### src/rtl/phase_sequencer.sv
// phase_sequencer
//   Instruction-phase sequencer for the multi-cycle core. Produces the phase
//   count and one-hot per-phase register enables. Owns run/stop/single-step
//   control from the front-panel buttons and halts on a decoded HALT.
//   Stops and halts are only taken at instruction boundaries. Also counts
//   retired instructions.
//
// Ports
//   clock        system clock, all state on the rising edge
//   reset        asynchronous, active-low
//   exec         run/stop button level (synchronised); rising edge acts
//   step         single-step button level (synchronised); rising edge acts
//   halt_req     current instruction is HALT; sampled at the boundary only
//   stall        holds the current phase; combinational into phase_en
//   phase        current phase, registered
//   phase_en     one-hot phase enable (active & !stall & phase==k)
//   running      state is RUN or STEP
//   halted       state is HALTED
//   instr_count  retired instructions, wraps
//   state_dbg    current FSM state encoding, for checkers
//
// Handshake note: this block has no valid/ready channels. Button inputs are
// levels that act on their rising edge; stall is a plain hold qualifier.
module phase_sequencer #(
  parameter int NUM_PHASES = 5,
  parameter int CNT_WIDTH  = 16
) (
  input  logic                  clock,
  input  logic                  reset,
  input  logic                  exec,
  input  logic                  step,
  input  logic                  halt_req,
  input  logic                  stall,
  output logic [2:0]            phase,
  output logic [NUM_PHASES-1:0] phase_en,
  output logic                  running,
  output logic                  halted,
  output logic [CNT_WIDTH-1:0]  instr_count,
  output logic [1:0]            state_dbg
);

  typedef enum logic [1:0] {
    S_IDLE   = 2'd0,
    S_RUN    = 2'd1,
    S_STEP   = 2'd2,
    S_HALTED = 2'd3
  } state_t;

  localparam logic [2:0] LAST_PHASE = 3'(NUM_PHASES - 1);

  state_t state, state_next;
  logic   exec_q, step_q;
  logic   stop_pending, stop_pending_next;
  logic   exec_rise, step_rise;
  logic   active, advance, boundary;

  assign exec_rise = exec & ~exec_q;
  assign step_rise = step & ~step_q;
  assign active    = (state == S_RUN) || (state == S_STEP);
  assign advance   = active & ~stall;
  // The boundary is the advancing edge out of the last phase; every state
  // change out of RUN/STEP happens here so stops never split an instruction.
  assign boundary  = advance & (phase == LAST_PHASE);

  assign running   = active;
  assign halted    = (state == S_HALTED);
  assign state_dbg = state;

  always_comb begin
    phase_en = '0;
    for (int k = 0; k < NUM_PHASES; k++) begin
      if (advance && (phase == 3'(k))) phase_en[k] = 1'b1;
    end
  end

  always_comb begin
    state_next = state;
    case (state)
      S_IDLE: begin
        // exec has priority over step when both rise together
        if (exec_rise)      state_next = S_RUN;
        else if (step_rise) state_next = S_STEP;
      end
      S_RUN: begin
        if (boundary) begin
          if (halt_req)                       state_next = S_HALTED;
          else if (stop_pending || exec_rise) state_next = S_IDLE;
        end
      end
      S_STEP: begin
        if (boundary) state_next = halt_req ? S_HALTED : S_IDLE;
      end
      S_HALTED: begin
        if (exec_rise) state_next = S_RUN;
      end
      default: state_next = S_IDLE;
    endcase
  end

  always_comb begin
    stop_pending_next = stop_pending;
    if (state_next != state)                stop_pending_next = 1'b0;
    else if (state == S_RUN && exec_rise)   stop_pending_next = 1'b1;
  end

  always_ff @(posedge clock or negedge reset) begin
    if (!reset) begin
      state        <= S_IDLE;
      exec_q       <= 1'b0;
      step_q       <= 1'b0;
      stop_pending <= 1'b0;
      phase        <= 3'd0;
      instr_count  <= '0;
    end else begin
      state        <= state_next;
      exec_q       <= exec;
      step_q       <= step;
      stop_pending <= stop_pending_next;
      if (advance) phase <= boundary ? 3'd0 : phase + 3'd1;
      if (boundary) instr_count <= instr_count + CNT_WIDTH'(1);
    end
  end

endmodule

### config.mk
export PLATFORM = sky130hd
export DESIGN_NAME = phase_sequencer
export DESIGN_NICKNAME = d
export VERILOG_FILES = /design/src/rtl/phase_sequencer.sv
export SDC_FILE = /design/constraint.sdc
export NUM_CORES = 1
export LEC_CHECK = 0
export CORE_UTILIZATION = 43
export DETAILED_ROUTE_END_ITERATION = 8
export GPL_TIMING_DRIVEN = 0
export PLACE_DENSITY = 0.8
export SYNTH_ARGS = -nofsm -noshare
export SYNTH_HDL_FRONTEND = slang
export SYNTH_SLANG_ARGS = --single-unit
export TNS_END_PERCENT = 100
### constraint.sdc
create_clock -name clock -period 2.2 [get_ports clock]
set_clock_uncertainty 0.1 [all_clocks]
set_input_delay 0.22 -clock clock [delete_from_list [all_inputs] [get_ports clock]]
set_output_delay 0.22 -clock clock [all_outputs]
set_load 0.005 [all_outputs]
==> metrics.txt <==
CTS H-tree lvls 1; final HPWL from detailed placement 1.94 mm; WS Path Type flip-flop to output pin; DR pass1 iterations 6; vias in the first global route 1106; Slew @ Worst Pin 1.07 ns; Cell Area, Synth 0.00133 mm²; ANT cells 0; first-pass GRT wire length 4.93 mm; HP Class input port to flip-flop; failing checks design-rule violations; Post-Syn Instances 131; status finished, violations left; hold path depth 1; Max Slew Vio Count 0; DRT iter0 DRCs 35; CP required 1.88 ns; reg2reg setup slack 0.24 ns; Synth cell types 32; critical path arrival 1.78 ns; chip width 57.7 µm; Detail Route Antenna Nets 0; Die Y 57.7 µm; Seq/Total Area, Yosys 0.451; Multi-input gate area 721 µm²; post-detailed-route via-to-cell ratio 5.40; hold_ws 0.238 ns; nets 191; largest net degree at the start of global routing 25; I/O Buffers 33; FF+latch area 603 µm²; DR DRC count 3; total power 1.83 mW; Worst Reg2Reg Path Length in Cells 8; CTS buffer count 3; Tmin final 2.10 ns; Non-Filler Instances 204; core area 0.00285 mm²; Max Root-Sink Buffers 2; CTS Sinks 24; syn_nets 148; initial antenna violation count 0; largest cells by area after synthesis dfrtp_1 45%, ha_1 10%, xnor2_1 7.2%; Pleak 0.895 nW; Routability Congestion 1.04; CTS tree done; placed cell count 195; via count 1102; CP Max Fanout 5; drt wl/cell 14.0 µm; cell taking the most area after synthesis dfrtp_1; max_cap viols 0; Fillers 230; row count 19; Clock transition at path regs 0.14 ns; Initial Util 0.467; Critical Path End Type output pin; final setup violation count 0; post-synth top area share 0.451; full die area 0.00333 mm²; gr ovfl total 0; GR Util All Layers 0.192; Peak Freq 475 MHz; total wire length 2.86 mm; worst vdd ir 0.000727 V; Avg Synthesized Cell Area 10.2 µm²; Pwr Density 989 mW/mm²; latest clock arrival within the worst-skew pair 0.33 ns; Startpoint Class flip-flop; Slew HR 0.283; boundary pin count 34; Area Growth Syn to Fin 38.6%; synth warn 0; share of cells above drive strength 1 0.162; final worst path period share 0.957; register bit total from synthesis 24; Fin. Hold Viols 0; CTS Root Cell clkbuf_4
==> cell usage in the layout (no fill, tap or decap), types with 4 or more instances in the layout <==
cell type        instances
clkdlybuf4s50_1         29
dfrtp_1                 22
nand2_1                 14
xnor2_1                 11
buf_4                    9
ha_1                     9
nor2_1                   7
o21ai_0                  6
nand3_1                  6
a21oi_1                  5
inv_1                    4
nor3_1                   4
xor2_1                   4
==> through the flow <==
| stage | TNS, ns | util | area [µm²] | setup WS [ns] |
|---|---|---|---|---|
| floorplan | 0 | - | 1330 | 0.00586 |
| global placement | -1.67 | 0.596 | 1700 | -0.274 |
| detailed placement | -2.51 | 0.596 | 1700 | -0.327 |
| CTS | 0 | 0.640 | 1830 | 0.00172 |
| global route | -0.00146 | 0.647 | 1850 | -0.00146 |
| finish | 0 | 0.647 | 1850 | 0.0953 |
==> flip-flops by register name, indices dropped and copies added, names as in the netlist <==
| signal | flops |
|---|---|
| stop_pending | 1 |
| phase | 3 |
| instr_count | 16 |
| step_q | 1 |
| state_dbg | 2 |
| exec_q | 1 |
==> final cells by class <==
class | count | share of cell area
multi-input combinational | 95 | 0.390
sequential | 24 | 0.327
timing repair buffer | 40 | 0.207
tap | 31 | 0.0210
inverter | 7 | 0.0169
clock inverter | 1 | 0.0163
clock buffer | 3 | 0.0122
buffer | 3 | 0.0102
==> Yosys cell counts (all sizes together) <==
library cell  instances
and3                  4
nand2b                3
nor2b                 2
inv                   6
nand3                 6
mux2i                 1
xnor2                11
a21oi                 5
and4                  2
nand4                 1
nor3b                 4
nor3                  4
xor2                  4
clkinv                1
buf                   2
a21o                  2
o22ai                 1
dfrtp                24
o32ai                 1
and2                  1
a2111oi               1
ha                   11
nand2                14
nor2                  7
o21ai                 6
clkbuf                3
mux2                  1
nand4b                2
a31oi                 1
==> worst paths after layout <==
kind,endpoint,startpoint
min reg2reg,instr_count[15],instr_count[15]
min,step_q,step
min in group asynchronous,phase[0],reset
max,phase_en[3],phase[0]
max reg2reg,stop_pending,state_dbg[0]
max in group asynchronous,state_dbg[0],reset
==> where the power goes <==
part / switching [mW] / leakage (nW) / internal [mW] / total, mW
clock: 0.144 / 0.0279 / 0.185 / 0.329
combinational: 0.455 / 0.550 / 0.474 / 0.929
sequential: 0.0545 / 0.317 / 0.514 / 0.568
==> cell families after synthesis <==
family,count (synthesis),synth area share
AO/OA/AOI/OAI,17,0.0751
AND/OR/NAND/NOR,50,0.216
multiplexers,2,0.0160
flip-flops,24,0.451
buffers and inverters,12,0.0404
XOR/XNOR,15,0.0986
adder cells (fa/ha/maj),11,0.103
==> layer usage <==
layer / wire [µm] / part of all wire / track usage / up-vias
met5: 0 / 0 / 0 / -
met4: 48 / 0.017 / 0.0680 / 0
met3: 173 / 0.061 / 0.0469 / 7
met2: 1430 / 0.50 / 0.316 / 43
met1: 1200 / 0.42 / 0.250 / 526
li1: - / - / - / 526
==> critical path, stage by stage (launching register included) <==
cell and delay (ns):
dfrtp_1 0.42, buf_4 0.16, ha_1 0.19, ha_1 0.17, inv_1 0.05, nor2_1 0.03
clkdlybuf4s50_1 0.43
==> repair_timing <==
action,4_1_cts,5_1_grt
gates resized for setup,13,3
pin swaps,0,1
gates cloned,0,0
hold buffers,0,0
endpoints found under the setup margin,20,2
setup buffers,6,1
Note: power is estimated with default switching activity, not from simulation.
